## config.mk

```make
export PLATFORM = sky130hd
export DESIGN_NAME = btn_conditioner
export DESIGN_NICKNAME = d
export VERILOG_FILES = /design/src/rtl/btn_pkg.sv /design/src/rtl/debounce_bit.sv /design/src/rtl/btn_conditioner.sv
export SDC_FILE = /design/constraint.sdc
export NUM_CORES = 1
export LEC_CHECK = 0
export BUFFER_PORTS_ARGS = -buffer_cell sky130_fd_sc_hd__buf_4
export CORE_AREA = 4 4 68 70
export CTS_BUF_LIST = sky130_fd_sc_hd__clkbuf_4 sky130_fd_sc_hd__clkbuf_8
export CTS_CLUSTER_DIAMETER = 60
export DETAILED_ROUTE_END_ITERATION = 8
export DIE_AREA = 0 0 72 74
export PLACE_DENSITY = 0.59
export REMOVE_ABC_BUFFERS = 1
export SLEW_MARGIN = 20
export SYNTH_ARGS = -nofsm -noshare
export SYNTH_HDL_FRONTEND = slang
export SYNTH_SLANG_ARGS = --single-unit
```

## constraint.sdc

```tcl
create_clock -name clk -period 2.2 [get_ports clk]
set_clock_uncertainty 0.05 [all_clocks]
set_input_delay 0.33 -clock clk [delete_from_list [all_inputs] [get_ports clk]]
set_output_delay 0.33 -clock clk [all_outputs]
set_load 0.03 [all_outputs]
```

## src/rtl/btn_pkg.sv

```systemverilog
// Shared constants and helpers for the push-button front end.
package btn_pkg;

    localparam int unsigned NUM_BTN_DEF    = 5;
    localparam int unsigned DEBOUNCE_SIM   = 16;
    localparam int unsigned DEBOUNCE_BOARD = 500000;

    // Highest-index set bit of i_vec as a one-hot word; zero when nothing is set.
    function automatic logic [NUM_BTN_DEF-1:0] prio_onehot(input logic [NUM_BTN_DEF-1:0] i_vec);
        logic [NUM_BTN_DEF-1:0] r_sel;
        r_sel = '0;
        for (int i = 0; i < NUM_BTN_DEF; i++) begin
            if (i_vec[i]) begin
                r_sel    = '0;
                r_sel[i] = 1'b1;
            end
        end
        return r_sel;
    endfunction

endpackage

```

## src/rtl/debounce_bit.sv

```systemverilog
// Single-button conditioner: two-flop synchroniser, stability counter,
// debounced level and one-cycle rising-edge pulse.
module debounce_bit
    import btn_pkg::*;
#(
    parameter int unsigned DEBOUNCE_CYCLES = DEBOUNCE_SIM
) (
    input  logic clk,
    input  logic rst_n,
    input  logic i_raw,
    output logic o_clean,
    output logic o_press
);

    localparam int unsigned        CNT_W   = $clog2(DEBOUNCE_CYCLES);
    localparam logic [CNT_W-1:0]   CNT_MAX = CNT_W'(DEBOUNCE_CYCLES - 1);

    logic             r_meta;
    logic             r_sync;
    logic [CNT_W-1:0] r_cnt;
    logic             r_clean;
    logic             r_press;

    logic [CNT_W-1:0] w_cnt_d;
    logic             w_clean_d;

    // Count consecutive cycles where the synchronised level disagrees with the accepted one.
    always_comb begin
        w_cnt_d   = '0;
        w_clean_d = r_clean;
        if (r_sync != r_clean) begin
            if (r_cnt == CNT_MAX) begin
                w_clean_d = r_sync;
            end else begin
                w_cnt_d = r_cnt + 1'b1;
            end
        end
    end

    // Synchroniser, counter and output registers.
    always_ff @(posedge clk or negedge rst_n) begin
        if (!rst_n) begin
            r_meta  <= 1'b0;
            r_sync  <= 1'b0;
            r_cnt   <= '0;
            r_clean <= 1'b0;
            r_press <= 1'b0;
        end else begin
            r_meta  <= i_raw;
            r_sync  <= r_meta;
            r_cnt   <= w_cnt_d;
            r_clean <= w_clean_d;
            r_press <= w_clean_d & ~r_clean;
        end
    end

    assign o_clean = r_clean;
    assign o_press = r_press;

endmodule

```

## src/rtl/btn_conditioner.sv

```systemverilog
// Button front end feeding led_cycle: per-button debounce plus a registered
// one-hot speed-select word. Define BTN_LATCH_EN to make speed_sel a
// press-toggled latched selection instead of following the held buttons.
module btn_conditioner
    import btn_pkg::*;
#(
    parameter int unsigned NUM_BTN         = NUM_BTN_DEF,
    parameter int unsigned DEBOUNCE_CYCLES = DEBOUNCE_SIM
) (
    input  logic               clk,
    input  logic               rst_n,
    input  logic [NUM_BTN-1:0] btn_raw,
    output logic [NUM_BTN-1:0] btn_clean,
    output logic [NUM_BTN-1:0] btn_press,
    output logic [NUM_BTN-1:0] speed_sel
);

    logic [NUM_BTN-1:0] w_clean;
    logic [NUM_BTN-1:0] w_press;
    logic [NUM_BTN-1:0] w_sel_d;
    logic [NUM_BTN-1:0] r_sel;

    for (genvar g = 0; g < NUM_BTN; g++) begin : g_btn
        debounce_bit #(
            .DEBOUNCE_CYCLES(DEBOUNCE_CYCLES)
        ) u_debounce (
            .clk    (clk),
            .rst_n  (rst_n),
            .i_raw  (btn_raw[g]),
            .o_clean(w_clean[g]),
            .o_press(w_press[g])
        );
    end

`ifdef BTN_LATCH_EN
    logic [NUM_BTN-1:0] w_pick;
    assign w_pick = prio_onehot(w_press);

    // A press selects the highest pulsing button; pressing the selected one again clears it.
    always_comb begin
        w_sel_d = r_sel;
        if (|w_press) begin
            w_sel_d = (r_sel == w_pick) ? '0 : w_pick;
        end
    end
`else
    // Follow the highest held button.
    always_comb begin
        w_sel_d = prio_onehot(w_clean);
    end
`endif

    // Registered select word, one cycle behind the debounced levels.
    always_ff @(posedge clk or negedge rst_n) begin
        if (!rst_n) begin
            r_sel <= '0;
        end else begin
            r_sel <= w_sel_d;
        end
    end

    assign btn_clean = w_clean;
    assign btn_press = w_press;
    assign speed_sel = r_sel;

endmodule

```

== Word-level counts from Yosys, hierarchy flattened ==
Index checks and enable logic that the tools add are counted.

* Add/subtract/negate cells: 5
* Multiply operators: 0
* Divide/modulo/power cells: 0
* Order comparisons: 0
* Eq/ne operators: 10
* Shift operators: 0
* Mux-type cells: 25
* Bitwise operators: 10
* Reduce and logical (&&, ||, !) cells: 0

{| class="wikitable"
|+ Operators with widths
! cell !! number
|-
| two-way mux 4 bit || 10
|-
| adder 4 x 1 -> 4 bit, second input constant || 5
|-
| == test 4 bit, second input constant || 5
|-
| two-way mux 5 bit || 3
|-
| two-way mux 1 bit || 11
|-
| AND 1 bit || 5
|-
| inequality test 1 bit || 5
|-
| NOT 1 bit || 5
|-
| two-way mux 2 bit || 1
|}

* Bits in registers: 45
* Bits in latches: 0
* RAM bits: 0
* Bits in read-only memories: 0
* Bits of input ports: 7
* Memories kept: 0

== Longest topological paths before layout ==
Gate-level depths: netlist of run 1.

* Depth after elaboration: 5
* Gate-level depth with buffers: 4

== Hierarchy ==
A second synthesis of run 1 with hierarchy kept.

* Cell total of the unflattened synthesis: 111
* Area, all modules: 1,694.1 µm²

{| class="wikitable"
|+ By module, submodules not included
! module !! times used !! cells an instance !! area an instance (µm²) !! sequential area each (µm²)
|-
| debounce_bit || 5 || 20 || 302.8 || 200.2
|-
| btn_conditioner || 1 || 11 || 180.2 || 125.1
|}

== Least setup slack after synthesis of run 1 ==
OpenSTA, ideal clock, no wires.

* Path type: reg-to-reg
* Start: reg g_btn[4].u_debounce.r_cnt[0]
* End: reg g_btn[4].u_debounce.r_clean
* Setup time: 0.125 ns
* Arrival time: 1.054 ns
* Slack: 0.971 ns
* Cell stages (with the launch flop): 4
* Path buffers: 0
* Clock period less this slack: 1.229 ns
* Cell sequence: dfrtp_1 ha_1 nand3_1 mux2_2

* Cells in the longest elaborated chain, start to end: 3

{| class="wikitable"
|+ RTL lines
! element !! RTL line !! text
|-
| start, declared || debounce_bit.sv:20 || <nowiki>logic [CNT_W-1:0] r_cnt;</nowiki>
|-
| start signal, assigned || debounce_bit.sv:51 || <nowiki>r_cnt <= w_cnt_d;</nowiki>
|-
| == test 4 bit || debounce_bit.sv:32 || <nowiki>if (r_cnt == CNT_MAX) begin</nowiki>
|-
| two-way mux 1 bit || debounce_bit.sv:32 ||
|-
| two-way mux 1 bit || debounce_bit.sv:31 || <nowiki>if (r_sync != r_clean) begin</nowiki>
|-
| named net g_btn[4].u_debounce.w_clean_d || debounce_bit.sv:25 || <nowiki>logic w_clean_d;</nowiki>
|-
| end signal, assigned || debounce_bit.sv:52 || <nowiki>r_clean <= w_clean_d;</nowiki>
|-
| end, declared || debounce_bit.sv:21 || <nowiki>logic r_clean;</nowiki>
|}

The timed path passes the listed nets, and every way through them passes these cells.

== Worst setup path in the final report of run 1 ==
* Start: reg g_btn[4].u_debounce.r_clean
* End: out btn_clean[4]

{| class="wikitable"
|+ RTL lines
! element !! RTL line !! text
|-
| end, declared || btn_conditioner.sv:13 || <nowiki>output logic [NUM_BTN-1:0] btn_clean,</nowiki>
|}

No word-level cell between the ends.

==> results of run 1 <==
layout make-up:
type                       count  area (µm²)
multi-input combinational     70         520
timing repair buffer          22         168
tap                           50        62.6
inverter                       5        18.8
fill                         349        1990
sequential                    45        1130
clock buffer                   7        90.1
layer usage:
layer	part of all wire	global-route usage
met5	0	0
met4	0.020	0.0543
met1	0.41	0.117
met3	0.064	0.0500
met2	0.50	0.186
final timing paths:
kind	slack (ns)	depth (start not counted)	to	start
worst min register to register	0.30	0	g_btn[3].u_debounce.r_sync	g_btn[3].u_debounce.r_meta
worst min-delay path	0.09	1	g_btn[2].u_debounce.r_meta	btn_raw[2]
min in group asynchronous	0.52	2	g_btn[2].u_debounce.o_press	rst_n
max in group asynchronous	1.22	2	g_btn[0].u_debounce.r_meta	rst_n
worst max-delay path	0.78	1	btn_clean[4]	g_btn[4].u_debounce.o_clean
worst max register to register	0.90	3	g_btn[4].u_debounce.o_clean	g_btn[4].u_debounce.r_cnt[0]
registers in the layout, summed over array words and instances (netlist names):
name,count
g_btn.u_debounce.o_press,5
g_btn.u_debounce.o_clean,5
g_btn.u_debounce.r_meta,5
g_btn.u_debounce.r_sync,5
speed_sel,5
g_btn.u_debounce.r_cnt,20
power groups by stage:
| stage | clock network [mW] | registers, mW | logic [mW] |
|---|---|---|---|
| 5_1_grt | 0.567 | 0.891 | 0.0935 |
| 2_1_floorplan | 0 | 0.896 | 0.0468 |
| 6_report | 0.503 | 0.886 | 0.0788 |
| 3_5_place_dp | 0 | 0.902 | 0.0801 |
| 4_1_cts | 0.525 | 0.886 | 0.0820 |
| 3_3_place_gp | 0 | 0.900 | 0.0777 |
Yosys cell counts:
library cell   n  area share
nand2b_1       1      0.0036
buf_4         10       0.043
o21ai_0        5       0.014
nand4b_1       5       0.025
nor2_1         5       0.011
dfrtp_1       45        0.65
nor3b_1        9       0.039
nand3_1        5       0.014
ha_1           5       0.036
mux2_2         5       0.032
nor4b_1        1      0.0050
a21oi_1       10       0.029
nor2b_1        6       0.022
nor4_1         1      0.0036
inv_1          5       0.011
nor3b_2        2       0.014
xnor2_1       10       0.050
cells by family after synthesis:
kind of cell / share of synthesized area
adders and majority gates: 0.0359
AOI/OAI and AO/OA: 0.0431
xor gates and xnor gates: 0.0503
DFF: 0.647
and+or+nand+nor: 0.137
muxes: 0.0323
buffers and inverters: 0.0539
what timing repair did:
action                     in CTS  in global routing
hold buffers                    1                  0
hold endpoints to repair       40                  0
setup endpoints to repair       0                  0
setup buffers                   0                  0
==> impl_metrics.yaml, run 1 <==
drt:
  drc_errors: 0
  via_count: 981
  routed_via_density: 4.93
  drt-wirelength-per-cell_um: 12.6
  ant_nets: 0
  drtIter0Drc: 50
  first_pass_iters: 4
  routed_wl_um: 2510
sta:
  clock.fmax_mhz: 706
  period_minus_slack_ns: 1.42
  worst_pin_slew_ns: 0.536
  period_share: 0.643
  holdWs_ns: 0.0923
  drv_slew: 0
  slew-limit-headroom: 0.643
  setup_tns_ns: 0
  setup_ws_ns: 0.785
  hold_viol: 0
  rsz0062_at_grt: "false"
  finalSetupViolCount: 0
setup_path:
  crit_required_ns: 1.82
  path_max_fanout: 9
  worst_setup_path_start_kind: "flop"
  crit_family: "flip-flops"
  cp-end-kind: "primary output"
  slowest_stage: "dfrtp_1"
  crit_path_cell_trace: "buf_4"
  worst-path-buf-inv: 1
  crit_type: "flop to primary output"
  max_stage_delay_ns: 0.52
  arrival_ns: 1.04
clock_tree:
  root_buffer: "clkbuf_8"
  clock_path_buffers: 2
  tritoncts: "done"
  clock_sinks: 45
  htree_levels: 2
  path_clk_slew_ns: 0.07
  post_cts_resized: 0
  clk_latency_ns: 0.29
  cts_inserted_buffers: 5
yosys:
  synth_area_mm2: 0.00174
  syn_area_per_cell_um2: 13.4
  ys_warn_count: 0
  synth_seq_area_share: 0.647
  synthCells: 130
  ys_ff_latch: 45
  synth.distinct_cells: 17
layout:
  area_growth_pct: 14.1
  nNetsFinal: 161
  instances_no_fill: 199
  stdcell_area_mm2: 0.00199
  drive_above_1_share: 0.235
  n_antenna_cell: 0
  final_common_cell: "dfrtp_1"
  finish.utilization: 0.500
  final_cell_mix: "dfrtp_1 (45), buf_4 (21), xnor2_1 (10), a21oi_1 (10), nor3b_1 (9)"
global_routing:
  grt_pass1_wl_um: 4390
  grt_max_degree: 46
  grt.overflow.total: 0
  grt_pass1_vias: 1026
  antenna_found_initial: 0
  track_usage: 0.110
power:
  power_frac_comb: 0.054
  power_density_mw_per_mm2: 739
  power_frac_clock: 0.342
  power_frac_seq: 0.604
  p_total_mw: 1.47
  netSwitchingFraction: 0.211
  p_int_mw: 1.16
  ir_worst_vdd_mv: 0.474
  leakage_nw: 0.914
  p_switching_uw: 309
place:
  place_area_mm2: 0.00189
  dp_hpwl_um: 1770
  pre_cts_slack_ns: 0.909
  numPortBuffers: 21
  place.gp.congestion: 0.741
  dp_cells: 191
floorplan:
  core_mm2: 0.00397
  die_area_mm2: 0.00533
  die_w_um: 72
  die_height_um: 74
  start_util: 0.438
  num_rows: 23
  io_pins: 22
worst_hold_path:
  min_path_type: "primary input to flop"
job:
  maxCapViolCount: 0
status:
  status: "finished, final reports clean"
Power figures use the tool's default switching activity.
==> run 2: changes to the inputs <==
--- a/config.mk
+++ b/config.mk
@@ -5,13 +5,14 @@
 export SDC_FILE = /design/constraint.sdc
 export NUM_CORES = 1
 export LEC_CHECK = 0
+export ABC_AREA = 1
 export BUFFER_PORTS_ARGS = -buffer_cell sky130_fd_sc_hd__buf_4
-export CORE_AREA = 4 4 68 70
+export CORE_AREA = 4 4 69 71
 export CTS_BUF_LIST = sky130_fd_sc_hd__clkbuf_4 sky130_fd_sc_hd__clkbuf_8
 export CTS_CLUSTER_DIAMETER = 60
 export DETAILED_ROUTE_END_ITERATION = 8
-export DIE_AREA = 0 0 72 74
-export PLACE_DENSITY = 0.59
+export DIE_AREA = 0 0 73 75
+export PLACE_DENSITY = 0.62
 export REMOVE_ABC_BUFFERS = 1
 export SLEW_MARGIN = 20
 export SYNTH_ARGS = -nofsm -noshare
==> constraint.sdc (replaced) <==
create_clock -name clk -period 1.2 [get_ports clk]
set_clock_uncertainty 0.05 [all_clocks]
set_input_delay 0.18 -clock clk [delete_from_list [all_inputs] [get_ports clk]]
set_output_delay 0.18 -clock clk [all_outputs]
set_load 0.03 [all_outputs]
==> run 2 against run 1 <==
Against the previous run:
- worst hold slack better by 0.20 ns
- final area is 11% higher
- register-to-register slack worse by 0.82 ns
- critical path depth stayed put
- global-route usage is 1.1 points higher
- sequential share of layout area is 5.3 points lower
- sequential cell count stayed put
- combinational power is 120% higher
- critical path type unchanged
==> impl_metrics.yaml, run 2 <==
status:
  status: "finished, final reports clean"
layout:
  area_growth_pct: 21.0
  n_fill_cell: 362
  drive_above_1_share: 0.298
  top_register: "g_btn.u_debounce.r_cnt"
  finish.utilization: 0.519
  final_cell_mix: "dfrtp_1 (42), nand2_1 (30), buf_4 (27)"
  instances_no_fill: 257
  final_common_cell: "dfrtp_1"
  n_antenna_cell: 0
  nNetsFinal: 216
  largest_register_ffs: 20
place:
  pre_cts_slack_ns: 0.0624
  numPortBuffers: 21
  place.gp.congestion: 0.783
  dp_hpwl_um: 2010
  dp_cells: 237
yosys:
  synthCells: 174
  ys.flop_type: "dfrtp_1"
  ys_warn_count: 0
  synth_seq_area_share: 0.621
  ys_ff_latch: 45
  ys_async_sr_fraction: 1.00
  netlist.area_leader.share: 0.621
  post-synth-top-count-cell: "dfrtp_1"
  synth_edf_count: 0
  synth_area_mm2: 0.00181
  ys_top_cells_by_area: "dfrtp_1 (62%), nand2_1 (6.2%), nor2_1 (4.6%)"
  yosys-top-cells-count: "dfrtp_1 (45), nand2_1 (30), nor2_1 (22), inv_1 (14)"
  synth.distinct_cells: 19
  yosysTopAreaCell: "dfrtp_1"
  syn_area_per_cell_um2: 10.4
worst_hold_path:
  hold_end: "g_btn[4].u_debounce.r_sync"
  worstHoldPathCells: 0
  min_path_type: "flop to flop"
  min_from: "g_btn[4].u_debounce.r_meta"
floorplan:
  die_height_um: 75
  io_pins: 22
  num_rows: 24
  die_w_um: 73
  core_mm2: 0.00423
  start_util: 0.428
  die_area_mm2: 0.00548
setup_path:
  r2r_setup_slack_ns: 0.08
  slowest_stage: "dfrtp_2"
  crit_type: "flop to primary output"
  cp-end-kind: "primary output"
  reg2reg_depth: 6
  r2r_end: "g_btn[3].u_debounce.r_cnt[3]"
  worst_setup_path_start_kind: "flop"
  path_max_fanout: 5
  crit_required_ns: 0.97
  arrival_ns: 0.91
  worst-path-buf-inv: 1
  max_stage_delay_ns: 0.44
  r2r_start: "g_btn[3].u_debounce.r_cnt[0]"
  crit_path_cell_trace: "buf_4"
  crit_family: "flip-flops"
global_routing:
  track_usage: 0.121
  grt_pass1_wl_um: 5000
  antenna_found_initial: 0
  grt_max_degree: 46
  grt_pass1_vias: 1155
  grt.overflow.total: 0
power:
  leakage_nw: 1.16
  ir_worst_vdd_mv: 0.795
  power_density_mw_per_mm2: 1350
sta:
  clock.fmax_mhz: 878
  period_share: 0.949
  setup_ws_ns: 0.0613
  worst_pin_slew_ns: 0.548
  hold_viol: 0
  setup_tns_ns: 0
  slew-limit-headroom: 0.635
  drv_slew: 0
  finalSetupViolCount: 0
  period_minus_slack_ns: 1.14
drt:
  drt-wirelength-per-cell_um: 10.9
  first_pass_iters: 4
  drc_errors: 0
  drtIter0Drc: 56
  via_count: 1169
  ant_nets: 0
  routed_wl_um: 2800
  routed_via_density: 4.55
clock_tree:
  clock_path_buffers: 2
  tritoncts: "done"
  root_buffer: "clkbuf_8"
  htree_levels: 2
  clock_sinks: 45
  cts_inserted_buffers: 5
  clk_latency_ns: 0.29
  path_clk_slew_ns: 0.08
job:
  maxCapViolCount: 0
## run 2: changes by cell type after synthesis, moves of 8 or more
cell     delta
nor3b_1     -9
nor2_1     +17
nand2_1    +30
inv_1       +9
a21oi_1     -8
xnor2_1     -8
## run 2: per-layer routing
layer  global-route usage  wire length, µm  vias to the layer above
met1                0.150             1300                      550
li1                     -                -                      597
met4               0.0492               43                        0
met5                    0                0                        -
met2                0.194             1330                       18
met3               0.0441              131                        4
## run 2: stage by stage
step | hold WS, ns | instance area, µm² | power (mW)
after floorplan | -0.166 | 1740 | 1.72
after detailed placement | 0.163 | 1960 | 1.79
after global routing | 0.303 | 2200 | 3.09
after CTS | 0.296 | 2140 | 3.00
after global placement | 0.150 | 1960 | 1.78
final | 0.296 | 2200 | 2.96
## run 2: cell type report
type,instances,area [µm²],share of cell area
clock buffer,7,90.1,0.0410
sequential,45,1130,0.515
timing repair buffer,33,263,0.120
multi-input combinational,98,539,0.246
clock inverter,1,30.0,0.0137
tap,52,65.1,0.0296
inverter,21,78.8,0.0359
## run 2: how the worst max path moves through the flow
| stage | start | end | slack (ns) | cells after the start |
|---|---|---|---|---|
| after floorplan | g_btn[1].u_debounce.o_clean | g_btn[1].u_debounce.r_cnt[3] | 0.13 | 5 |
| after global placement | g_btn[3].u_debounce.r_cnt[0] | g_btn[3].u_debounce.r_cnt[0] | 0.12 | 6 |
| after detailed placement | g_btn[3].u_debounce.r_cnt[0] | g_btn[3].u_debounce.r_cnt[0] | 0.06 | 6 |
| after CTS | g_btn[4].u_debounce.o_clean | btn_clean[4] | 0.009 | 1 |
| after global routing | g_btn[3].u_debounce.r_cnt[0] | g_btn[3].u_debounce.r_cnt[3] | -0.002 | 6 |
| final | g_btn[4].u_debounce.o_clean | btn_clean[4] | 0.06 | 1 |
## run 2: repair_timing
| action | CTS | global route |
|---|---|---|
| hold buffers | 6 | 0 |
| hold endpoints to repair | 50 | 0 |
| pin swaps | 0 | 1 |
| cloned | 0 | 0 |
| setup buffers | 0 | 6 |
| resized for setup | 2 | 3 |
| setup endpoints to repair | 2 | 11 |
## run 2: report_power, final
part / total [mW] / internal (mW) / switching (mW)
Sequential: 1.61 / 1.57 / 0.0413
Clock: 1.17 / 0.701 / 0.467
Combinational: 0.173 / 0.0795 / 0.0934
## run 2: cells by family (layout without fill, tap and decap cells)
logic type,after synthesis,count (layout),share of synthesized area
compound gates,9,9,0.0276
xor+xnor,2,2,0.00966
fa+ha+maj,5,5,0.0345
buf+inv,31,62,0.0848
flops,45,45,0.621
simple gates,82,82,0.223
